### config.mk
export PLATFORM = sky130hd
export DESIGN_NAME = bit_serial_adder
export DESIGN_NICKNAME = d
export VERILOG_FILES = /design/src/rtl/bit_serial_adder.sv
export SDC_FILE = /design/constraint.sdc
export NUM_CORES = 1
export LEC_CHECK = 0
export ABC_AREA = 1
export CORE_MARGIN = 5
export CORE_UTILIZATION = 40
export CTS_CLUSTER_DIAMETER = 40
export DETAILED_ROUTE_END_ITERATION = 6
export GPL_TIMING_DRIVEN = 0
export SLEW_MARGIN = 20
export SYNTH_ARGS = -nofsm -noshare
export SYNTH_HDL_FRONTEND = slang
export SYNTH_SLANG_ARGS = --single-unit
### constraint.sdc
create_clock -name clk -period 1.5 [get_ports clk]
set_clock_uncertainty 0.05 [all_clocks]
set_input_delay 0.15 -clock clk [delete_from_list [all_inputs] [get_ports clk]]
set_output_delay 0.15 -clock clk [all_outputs]
set_load 0.005 [all_outputs]
### src/rtl/bit_serial_adder.sv
`default_nettype none
// ============================================================================
// Module   : full_adder / bit_serial_adder
// Brief    : Single-bit full adder cell and the LSB-first sequencer that
//            streams two WIDTH-bit operands through it, one bit per clock.
// Revision : 1.0
// ============================================================================

module full_adder (
    input  logic i_a,
    input  logic i_b,
    input  logic i_cin,
    output logic o_sum,
    output logic o_carry
);
    assign o_sum   = i_a ^ i_b ^ i_cin;
    assign o_carry = (i_a & i_b) | (i_cin & (i_a ^ i_b));
endmodule

module bit_serial_adder #(
    parameter int WIDTH = 8
) (
    input  logic             clk,
    input  logic             rst,
    input  logic             din_valid,
    input  logic [WIDTH-1:0] din_A,
    input  logic [WIDTH-1:0] din_B,
    input  logic             din_cin,
    output logic             dout_ready,
    output logic             dout_valid,
    output logic [WIDTH-1:0] dout_sum,
    output logic             dout_carry
);
    localparam int CNT_W = (WIDTH > 1) ? $clog2(WIDTH) : 1;
    localparam int PS_W  = (WIDTH > 1) ? WIDTH - 1 : 1;
    localparam logic [CNT_W-1:0] c_last_bit = CNT_W'(WIDTH - 1);

    typedef enum logic [0:0] {
        IDLE  = 1'b0,
        SHIFT = 1'b1
    } state_t;

    state_t             r_state;
    state_t             w_state_next;
    logic [WIDTH-1:0]   r_sr_a;
    logic [WIDTH-1:0]   r_sr_b;
    logic [PS_W-1:0]    r_sr_s;
    logic               r_carry_q;
    logic [CNT_W-1:0]   r_cnt;
    logic               r_dout_valid;
    logic [WIDTH-1:0]   r_dout_sum;
    logic               r_dout_carry;

    logic               w_fa_sum;
    logic               w_fa_carry;
    logic               w_last;
    logic [WIDTH-1:0]   w_sum_next;
    logic [PS_W-1:0]    w_ps_next;

    full_adder u_fa (
        .i_a     (r_sr_a[0]),
        .i_b     (r_sr_b[0]),
        .i_cin   (r_carry_q),
        .o_sum   (w_fa_sum),
        .o_carry (w_fa_carry)
    );

    assign w_last = (r_cnt == c_last_bit);

    // Partial sum keeps only the upper WIDTH-1 bits; the newest bit comes
    // straight from the adder, so bit 0 of the shifted word never needs storage.
    generate
        if (WIDTH == 1) begin : g_w1
            assign w_sum_next = w_fa_sum;
            assign w_ps_next  = 1'b0;
        end else begin : g_wn
            assign w_sum_next = {w_fa_sum, r_sr_s};
            assign w_ps_next  = w_sum_next[WIDTH-1:1];
        end
    endgenerate

    always_ff @(posedge clk or posedge rst) begin
        if (rst) begin
            r_state <= IDLE;
        end else begin
            r_state <= w_state_next;
        end
    end

    always_comb begin
        w_state_next = r_state;
        case (r_state)
            IDLE:    if (din_valid) w_state_next = SHIFT;
            SHIFT:   if (w_last)    w_state_next = IDLE;
            default: w_state_next = IDLE;
        endcase
    end

    always_ff @(posedge clk or posedge rst) begin
        if (rst) begin
            r_sr_a       <= '0;
            r_sr_b       <= '0;
            r_sr_s       <= '0;
            r_carry_q    <= 1'b0;
            r_cnt        <= '0;
            r_dout_valid <= 1'b0;
            r_dout_sum   <= '0;
            r_dout_carry <= 1'b0;
        end else begin
            r_dout_valid <= 1'b0;
            if (r_state == IDLE) begin
                if (din_valid) begin
                    r_sr_a    <= din_A;
                    r_sr_b    <= din_B;
                    r_carry_q <= din_cin;
                    r_cnt     <= '0;
                end
            end else begin
                r_sr_a    <= r_sr_a >> 1;
                r_sr_b    <= r_sr_b >> 1;
                r_sr_s    <= w_ps_next;
                r_carry_q <= w_fa_carry;
                r_cnt     <= r_cnt + 1'b1;
                if (w_last) begin
                    r_dout_sum   <= w_sum_next;
                    r_dout_carry <= w_fa_carry;
                    r_dout_valid <= 1'b1;
                end
            end
        end
    end

    assign dout_ready = (r_state == IDLE);
    assign dout_valid = r_dout_valid;
    assign dout_sum   = r_dout_sum;
    assign dout_carry = r_dout_carry;

endmodule
`default_nettype wire

==> results of run 1 <==
-- state kept, by name, summed over array words and instances (netlist names) --
register / cells
r_sr_a: 8
dout_carry: 1
r_state: 1
r_carry_q: 1
r_sr_s: 7
r_sr_b: 8
r_cnt: 3
dout_sum: 8
dout_valid: 1
-- layer usage --
layer  wire length, um  share of wire  GRT usage
met5                 0              0          0
met3               193          0.061     0.0432
met4                47          0.015     0.0543
met2              1440           0.45      0.232
met1              1510           0.47      0.175
-- kinds of logic after synthesis --
logic type | after synthesis | share of synthesized area
buffers and inverters | 20 | 0.0757
adder cells (fa/ha/maj) | 3 | 0.0275
flip-flops | 38 | 0.581
AND/OR/NAND/NOR | 96 | 0.254
AO/OA/AOI/OAI | 15 | 0.0619
-- power breakdown --
| group | switching (mW) | internal [mW] | total [mW] |
|---|---|---|---|
| combinational | 0.742 | 0.653 | 1.39 |
| sequential | 0.209 | 1.43 | 1.64 |
| clock | 0.332 | 0.370 | 0.702 |
-- critical path: cells and delay by family (launching register included) --
| kind | cells | cell delay, ns |
|---|---|---|
| buffers and inverters | 3 | 0.51 |
| DFF | 1 | 0.37 |
-- stage by stage --
stage	instances	hold slack, ns	utilization	area, um^2
after floorplan	172	0.245	-	1640
after global placement	251	0.407	0.501	1990
after detailed placement	252	0.358	0.506	2010
after CTS	260	0.0439	0.529	2100
after global routing	259	0.0659	0.526	2090
final	259	0.0468	0.526	2090
-- cells in the final DEF (no fill, tap or decap), types with 2 or more instances in the layout --
master           synthesis  routed
nand2_1                 61      61
dfrtp_1                 38      38
nand3_1                 32      32
clkdlybuf4s50_1          0      28
inv_1                    9       8
o21ai_0                  8       8
o21ai_2                  7       7
clkbuf_8                 0       6
buf_6                    5       4
buf_2                    4       4
ha_1                     2       2
-- area by class of cell --
type / instances / area (um^2)
Inverter: 10 / 42.5
Fill cell: 363 / 1880
Clock inverter: 1 / 5.00
Sequential cell: 38 / 951
Clock buffer: 7 / 86.3
Buffer: 9 / 72.6
Tap cell: 50 / 62.6
Multi-Input combinational cell: 114 / 562
Timing Repair Buffer: 30 / 309
-- final timing paths --
kind / from / endpoint / slack [ns] / cells after the start
max: r_state / dout_ready / 0.13 / 3
max in group asynchronous: rst / r_sr_a[5] / 0.94 / 3
min reg2reg: r_cnt[1] / r_cnt[1] / 0.43 / 2
max reg2reg: r_cnt[0] / dout_sum[0] / 0.15 / 6
min in group clk: din_valid / r_sr_b[0] / 0.16 / 3
min: rst / r_sr_a[3] / 0.05 / 2
==> impl_metrics.toml, run 1 <==
[global_route]
grt_pass1_wl_mm = 5.83
grt_max_degree = 31
grt_pass1_vias = 1302
overflow = 0
antenna_found_initial = 0
grtUsageTotal = 0.141

[clocking]
root_buffer = "clkbuf_8"
numCtsBuffers = 5
cts_tree = "built"
clk_pin_slew_worst_paths_ns = 0.07
clock_latency_ns = 0.28
cts_num_sinks = 38
cts.hold.buffers_added = 0
cts_resized = 2
cts_setup_buffers = 0
cts_max_level = 2
clock_path_buffers = 2

[timing]
fin_ws_ns = 0.128
setup_tns_ns = 0
slew_headroom = 0.854
rsz0062_at_grt = "false"
fin_crit_sh = 0.915
setup_viol = 0
period_needed_ns = 1.37
maxSlewViolCount = 0
hold_viol_final = 0
tightestPinTransition_ns = 0.219
fmax_ghz = 0.729

[placed_design]
hpwl_mm = 2.36
pre_cts_slack_ns = 0.0537
globalplace.congestion = 0.736
numPortBuffers = 29

[critical_path]
arrival_ns = 1.17
cp_slowest_cell = "dfrtp_1"
cp.required_ns = 1.30
cp_max_fo = 19
path_cells = "buf_6 -> inv_6 -> dlygate4sd2_1"
critPathKind = "reg -> out"
cpPeakStageDelay_ns = 0.37
cp-end-kind = "output port"
startpoint_type = "register"

[floorplanning]
fp-row-count = 23
start_util = 0.412
die_x_um = 74.0
core_um2 = 3970
die_area_um2 = 5470
ios = 31
die_h_um = 74.0

[drt]
viasPerCell = 4.85
ant_nets = 0
drtIter0Drc = 65
wl_mm = 3.19
drcViolationCount = 0
num_vias = 1256
wl_per_cell_um = 12.3
firstDrtPassIters = 4

[pwr]
powerDensity_nw_per_um2 = 1790
power_mw = 3.74
vdd_ir_drop_max_v = 0.000570
p_leak_nw = 1.01

[logic_synthesis]
ys_warn_count = 0
synth_edf_count = 0
synth_cells = 172
ys_seq_area_frac = 0.581
yosys.cell_count.top_type = "nand2_1"
ys_top_cells_by_count = "nand2_1, dfrtp_1, nand3_1"
synth_flop_cell = "dfrtp_1"
syn_nets = 195
synthTopCellsByArea = "dfrtp_1, nand2_1, nand3_1"
ys_types = 15
syn-cell-area_um2 = 1640
synth_area_leader_cell = "dfrtp_1"
async_flop_share = 1.00
ys_seq_elements = 38
syn_avg_cell_area_um2 = 9.51
yosys.area.top_type_share = 0.581

[flow_run]
cap_violations = 0

[layout]
area_growth_pct = 27.8
drive_gt1_frac = 0.134
final_nets = 231
diodes = 0

[worst_hold_path]
hold_class = "in -> async"

[outcome]
status = "finished clean"
Power figures use the tool's default switching activity.
==> run 2, diff against run 1 <==
- MAX_ROUTING_LAYER: default -> met4
==> run 2 against run 1 <==
Effect of this change: count of clock-buffer cells in the layout is the same; worst setup slack gained 0.00060 ns; sequential cell count is the same; final cell count is the same; sequential share of layout area is the same; final area is the same; worst hold slack lost 0.0020 ns; routed wire length grew 0.66%; sequential power is essentially flat; register-to-register slack is essentially flat; critical path type unchanged; largest cell class unchanged.
==> impl_metrics.toml, run 2 (same netlist as run 1, synthesis figures left out) <==
[global_route]
grt_pass1_wl_mm = 5.84
top_usage_layer = "met2"
grtUsageTotal = 0.147
overflow = 0
antenna_found_initial = 0
grt_pass1_vias = 1296
use_met2 = 0.232
use_met3 = 0.0446
grt_max_degree = 31
grtUsageMet1 = 0.177

[floorplanning]
start_util = 0.412
fp-row-count = 23
die_x_um = 74.0
die_area_um2 = 5470
die_h_um = 74.0
core_um2 = 3970
ios = 31

[timing]
maxSlewViolCount = 0
hold_viol_final = 0
fin_ws_ns = 0.128
slew_headroom = 0.855
rsz0062_at_grt = "false"
tightestPinTransition_ns = 0.217
setup_viol = 0
hold_slack_ns = 0.0448
period_needed_ns = 1.37
fin_crit_sh = 0.914
fmax_ghz = 0.729

[drt]
num_vias = 1253
viasPerCell = 4.84
drtIter0Drc = 66
ant_nets = 0
drcViolationCount = 0
wl_mm = 3.21
firstDrtPassIters = 4
wl_per_cell_um = 12.4

[clocking]
cts_num_sinks = 38
cts_max_level = 2
clock_latency_ns = 0.28
clk_pin_slew_worst_paths_ns = 0.07
cts_tree = "built"
root_buffer = "clkbuf_8"
numCtsBuffers = 5
clock_path_buffers = 2

[outcome]
status = "finished clean"

[critical_path]
critPathKind = "reg -> out"
arrival_ns = 1.17
cp_max_fo = 19
cp.required_ns = 1.30
startpoint_type = "register"
cp-end-kind = "output port"

[pwr]
swShare = 0.344
clockPowerShare = 0.189
seqPwrFrac = 0.439
p_int_mw = 2.46
power_mw = 3.75
p_leak_nw = 1.01
powerDensity_nw_per_um2 = 1790
vdd_ir_drop_max_v = 0.000581
p_switching_mw = 1.29
combPwrFrac = 0.373

[layout]
instances_no_fill = 259
diodes = 0
final_nets = 231
area_growth_pct = 27.8
drive_gt1_frac = 0.134
fin_util = 0.526
num-fill-cells = 363
final_common_cell = "nand2_1"
final_cell_mix = "nand2_1, dfrtp_1, nand3_1, clkdlybuf4s50_1"

[worst_hold_path]
hold_class = "in -> async"

[placed_design]
numPortBuffers = 29
pre_cts_slack_ns = 0.0537
hpwl_mm = 2.36
dp.cells = 252
globalplace.congestion = 0.745

[flow_run]
cap_violations = 0
-- run 2: area by class of cell --
class,instances,area [um^2],share of cell area
tap,50,62.6,0.0299
buffer,9,72.6,0.0347
timing repair buffer,30,309,0.148
sequential,38,951,0.455
clock inverter,1,5.00,0.00239
inverter,10,42.5,0.0203
multi-input combinational,114,562,0.269
clock buffer,7,86.3,0.0413
-- run 2: critical path, stage by stage, from the launching register on --
cell and delay [ns]:
dfrtp_1 0.37, buf_6 0.14, inv_6 0.12, dlygate4sd2_1 0.25
-- run 2: worst paths after layout --
check | from | to | slack (ns) | cells after the start
setup / recovery | r_state | dout_ready | 0.13 | 3
hold / removal | rst | r_cnt[2] | 0.04 | 2
setup reg to reg | r_cnt[0] | dout_sum[0] | 0.14 | 6
hold reg to reg | r_sr_a[7] | r_sr_a[7] | 0.43 | 2
max in group asynchronous | rst | r_sr_a[5] | 0.94 | 3
min in group clk | din_valid | r_sr_b[0] | 0.16 | 3
-- run 2: metrics by stage --
stage | setup TNS (ns) | instance area [um^2]
2_1_floorplan | 0 | 1640
3_3_place_gp | -13.56 | 1990
3_5_place_dp | 0 | 2010
4_1_cts | 0 | 2100
5_1_grt | 0 | 2090
6_report | 0 | 2090
-- run 2: layer usage --
layer | wire length, um | vias up
li1 | - | 621
met1 | 1540 | 597
met2 | 1430 | 30
met3 | 189 | 5
met4 | 51 | 0
met5 | 0 | -
-- run 2: timing repair --
| action | in CTS | in global routing |
|---|---|---|
| hold buffers | 0 | 0 |
| gates resized for setup | 2 | 0 |
| buffers inserted | 0 | 0 |
| setup endpoints to repair | 1 | 1 |
-- run 2: power groups by stage --
stage | Clock, mW | Sequential [mW] | Combinational (mW)
finish | 0.707 | 1.65 | 1.40
global route | 0.791 | 1.70 | 1.61
CTS | 0.741 | 1.65 | 1.47
detailed placement | 0 | 1.66 | 1.46
global placement | 0 | 1.65 | 1.42
floorplan | 0 | 1.63 | 0.944
==> patch 1: new RTL, config.mk and constraints of run 1 <==
Set the parameter `WIDTH` to 32 (it was 8).
--- a/src/rtl/bit_serial_adder.sv
+++ b/src/rtl/bit_serial_adder.sv
@@ -19,5 +19,5 @@
 
 module bit_serial_adder #(
-    parameter int WIDTH = 8
+    parameter int WIDTH = 32
 ) (
     input  logic             clk,
Ports: changed (resized din_A, din_B and dout_sum); port bits go from 31 to 103. No check against the original RTL was run, so the function may have changed too.
==> patch 1 against run 1 <==
- the flow now finishes with violations (setup timing)
- sequential cell count grew 98
- global-route usage grew 2.5 points
- largest power group unchanged
- routed wire length grew to 4.0 times the old value
- synthesized area grew to 3.4 times the old value
- clock power grew to 6.7 times the old value
- cell area grew to 3.7 times the old value
- sequential share of layout area shrank 2.0 points
- hold slack lost 0.028 ns
- setup slack lost 0.16 ns
- power grew to 3.9 times the old value
- count of clock-buffer cells in the layout grew 17
- via count grew to 3.6 times the old value
==> patch 1: results (changes against run 1) <==
R2R Path End=dout_sum[25] (was dout_sum[0]); violated checks=setup timing; sequential fraction of the synthesis area=0.619 (was 0.581); wire length on met1=6060 um (was 1510 um); Slew headroom=0.750 (was 0.854); PD cells=1850 nW/um^2 (was 1790 nW/um^2); largest cells by area after synthesis=dfrtp_1 (62%), nand2_1 (19%), nand3_1 (5.9%), o21ai_0 (5.6%), inv_1 (2.5%) (was dfrtp_1 (58%), nand2_1 (14%), nand3_1 (9.8%), o21ai_2 (3.7%), buf_6 (3.4%)); met2 usage=0.256 (was 0.232); adder-cell share of the synthesized area=0.00820 (was 0.0275); H-Tree Depth=4 (was 2); setup violators final=23 (was 0); Seq group=5870 uW (was 1640 uW); final hold slack=0.0185 ns (was 0.0468 ns); status=complete, but fails checks (was completed); first-pass GRT wire length=21,600 um (was 5830 um); setup tns final=-0.224 ns (was 0 ns); nets@finish=842 (was 231); data arrival time of the critical path=1.78 ns (was 1.17 ns); post-DP HPWL=8970 um (was 2360 um); share of cells above drive strength 1=0.140 (was 0.134); dpl ws=-0.197 ns (was 0.0537 ns); final worst slack=-0.0306 ns (was 0.128 ns); worst r2r src=r_cnt[1] (was r_cnt[0]); pin count of the biggest net entering global routing=35 (was 31); met1 Use GR=0.224 (was 0.175); number of global-route vias before repair=4,586 (was 1,302); Fill cells=1,223 (was 363); Synth top cells by count=nand2_1 (279), dfrtp_1 (136), nand3_1 (65) (was nand2_1 (61), dfrtp_1 (38), nand3_1 (32)); First-pass DRT Iterations=5 (was 4); Post-CTS Setup Inserts=9 (was 0); GRT met3 Usage=0.0434 (was 0.0432); final cell count without fillers=960 (was 259); total track usage=0.166 (was 0.141)
patch 1: cell types whose count changed after synthesis, sizes merged:
cell           run 1  this run
nand2             62       279
a21oi              0         1
inv               10        38
nand3             32        65
nor2               2         4
o21ai             15        63
dfrtp             38       136
buf               10        30
or2                0         1
clkbuf             0         6
patch 1: worst max-delay path by stage:
stage               startpoint      endpoint  slack [ns]  depth (start not counted)
finish                r_cnt[1]  dout_sum[25]       -0.03                          9
global route          r_cnt[1]  dout_sum[20]       -0.11                          9
CTS                   r_cnt[0]  dout_sum[22]       -0.04                          9
detailed placement    r_cnt[0]  dout_sum[24]       -0.20                          8
global placement           rst    r_sr_b[17]       -1.59                          2
floorplan                  rst    dout_carry       -0.39                          1
patch 1: final cells by class:
type / instances / area share
sequential: 136 / 0.435
multi-input combinational: 416 / 0.232
timing repair buffer: 127 / 0.168
clock buffer: 24 / 0.0616
buffer: 35 / 0.0323
tap: 176 / 0.0281
clock inverter: 8 / 0.0243
inverter: 38 / 0.0187
==> patch 2: new RTL, config.mk and constraints of run 1 <==
Without the edit above. Reset style: synchronous (`rst`), changed in 2 clocked blocks.
--- a/src/rtl/bit_serial_adder.sv
+++ b/src/rtl/bit_serial_adder.sv
@@ -80,5 +80,5 @@
     endgenerate
 
-    always_ff @(posedge clk or posedge rst) begin
+    always_ff @(posedge clk) begin
         if (rst) begin
             r_state <= IDLE;
@@ -97,5 +97,5 @@
     end
 
-    always_ff @(posedge clk or posedge rst) begin
+    always_ff @(posedge clk) begin
         if (rst) begin
             r_sr_a       <= '0;
Check against the original RTL: differs if rst is asserted again (counterexample within 4 cycles, from zero or initial values and one cycle with rst high); with rst held inactive, the same outputs for 10 cycles.
==> patch 2 against run 1 <==
- core utilization increased by 1.9 points
- cell area fell by 3.7%
- routed wire length rose by 4.4%
- synthesized area fell by 6.0%
- sequential share of layout area is 7.6 points lower
- setup slack better by 0.045 ns
- sequential cell count stayed put
- highest routed layer unchanged
Power is not compared: it rests on default switching activity, and its combinational part moved more than twofold at a synthesized area within 25%.
==> patch 2: results (changes against run 1) <==
DRT iter0 DRCs=93 (was 65); share of cells above drive strength 1=0.110 (was 0.134); pin count of the biggest net entering global routing=14 (was 31); GPL Wtd Cong=0.764 (was 0.736); Worst R2R Path Depth=5 (was 6); First-pass DRT Iterations=5 (was 4); ys async rst share=0 (was 1.00); Max Root-Sink Buffers=2 (unchanged); Clk pin slew, worst setup/hold paths=0.08 ns; min cycle time layout=1.33 ns (was 1.37 ns); antenna cells=0 (unchanged); root buffer cell=clkbuf_8 (unchanged); setup violators final=0 (unchanged); maximum vdd drop=0.552 mV; total track usage=0.137 (was 0.141); mean area per synthesized cell=7.73 um^2 (was 9.51 um^2); Routed Antenna Nets=0 (unchanged); Post-DP Area=1890 um^2 (was 2010 um^2); slowest CP cell=dfxtp_2 (was dfrtp_1); Synth top cells by count=nand2_1 (56), nand3_1 (39), dfxtp_1 (38) (was nand2_1 (61), dfrtp_1 (38), nand3_1 (32)); worst-margin pin slew=0.255 ns (was 0.219 ns); syn nets=222 (was 195); Logic pwr share=0.103; status=completed (unchanged); Clock Latency Late Sink=0.29 ns; largest cells by area after synthesis=dfxtp_1 (49%), nand2_1 (14%), nand3_1 (13%), inv_1 (5.9%), o22ai_1 (2.8%) (was dfrtp_1 (58%), nand2_1 (14%), nand3_1 (9.8%), o21ai_2 (3.7%), buf_6 (3.4%)); DP Cell Count=276 (was 252); reg2reg setup slack=0.25 ns (was 0.15 ns); R2R Path End=dout_sum[0] (unchanged); worst r2r src=r_cnt[0] (unchanged); Hold Path End=r_sr_b[5]; CTS Buf Count=5 (unchanged); initial antenna violation count=0 (unchanged); Worst Path Max Fanout=10 (was 19); Lkg Pwr=0.000902 uW; Worst Hold Launch=din_valid; Worst setup endpoint=dout_ready (unchanged); vias per inst=4.69 (was 4.85); H-Tree Depth=2 (unchanged); Max stage delay on crit path=0.38 ns; nets@finish=259 (was 231); dpl ws=0.0638 ns (was 0.0537 ns); sequential fraction of the synthesis area=0.495 (was 0.581); first-pass GRT wire length=5620 um (was 5830 um); vias=1,337 (was 1,256); crit path capture type=output port (unchanged); Reg power frac=0.494; routed len/inst=11.7 um (was 12.3 um); YS warnings=0 (unchanged); post-DP HPWL=2320 um (was 2360 um); data arrival time of the critical path=1.13 ns (was 1.17 ns); Hold/Removal Path Class=input port to register (was input port to async pin); GRT overflow=0 (unchanged); Crit. Startpoint=r_state (unchanged); Cell variety after synth=17 (was 15); EDFF count, synth=0 (unchanged); switching part of the total=0.237; Port Buffers=29 (unchanged); Post-synth top flop=dfxtp_1 (was dfrtp_1); final hold slack=0.194 ns (was 0.0468 ns)
-- patch 2: final cells by class --
class | instances | area, um^2
plain buffers | 8 | 61.3
clock buffers | 5 | 68.8
clock inverters | 3 | 45.0
fillers | 372 | 1680
inverters | 27 | 101
multi-input cells | 126 | 618
flip-flops and latches | 38 | 762
well taps | 48 | 60.1
repair buffers | 30 | 297
-- patch 2: routing by layer --
metal | vias up | GRT usage | wire length [um]
li1 | 710 | - | -
met1 | 598 | 0.171 | 1590
met2 | 23 | 0.222 | 1550
met3 | 6 | 0.0402 | 147
met4 | 0 | 0.0564 | 44
met5 | - | 0 | 0
-- patch 2: cells by family (layout without fill, tap and decap cells) --
kind of cell,after synthesis,after routing,synth area share
fa+ha+maj,3,3,0.0293
flops,38,38,0.495
simple gates,103,103,0.302
buf+inv,35,73,0.103
compound gates,20,20,0.0708
-- patch 2: timing repair --
action | 4_1_cts | 5_1_grt
endpoints found under the setup margin | 1 | 0
hold endpoints to repair | 0 | 0
buffers inserted | 1 | 0
resized for setup | 3 | 0
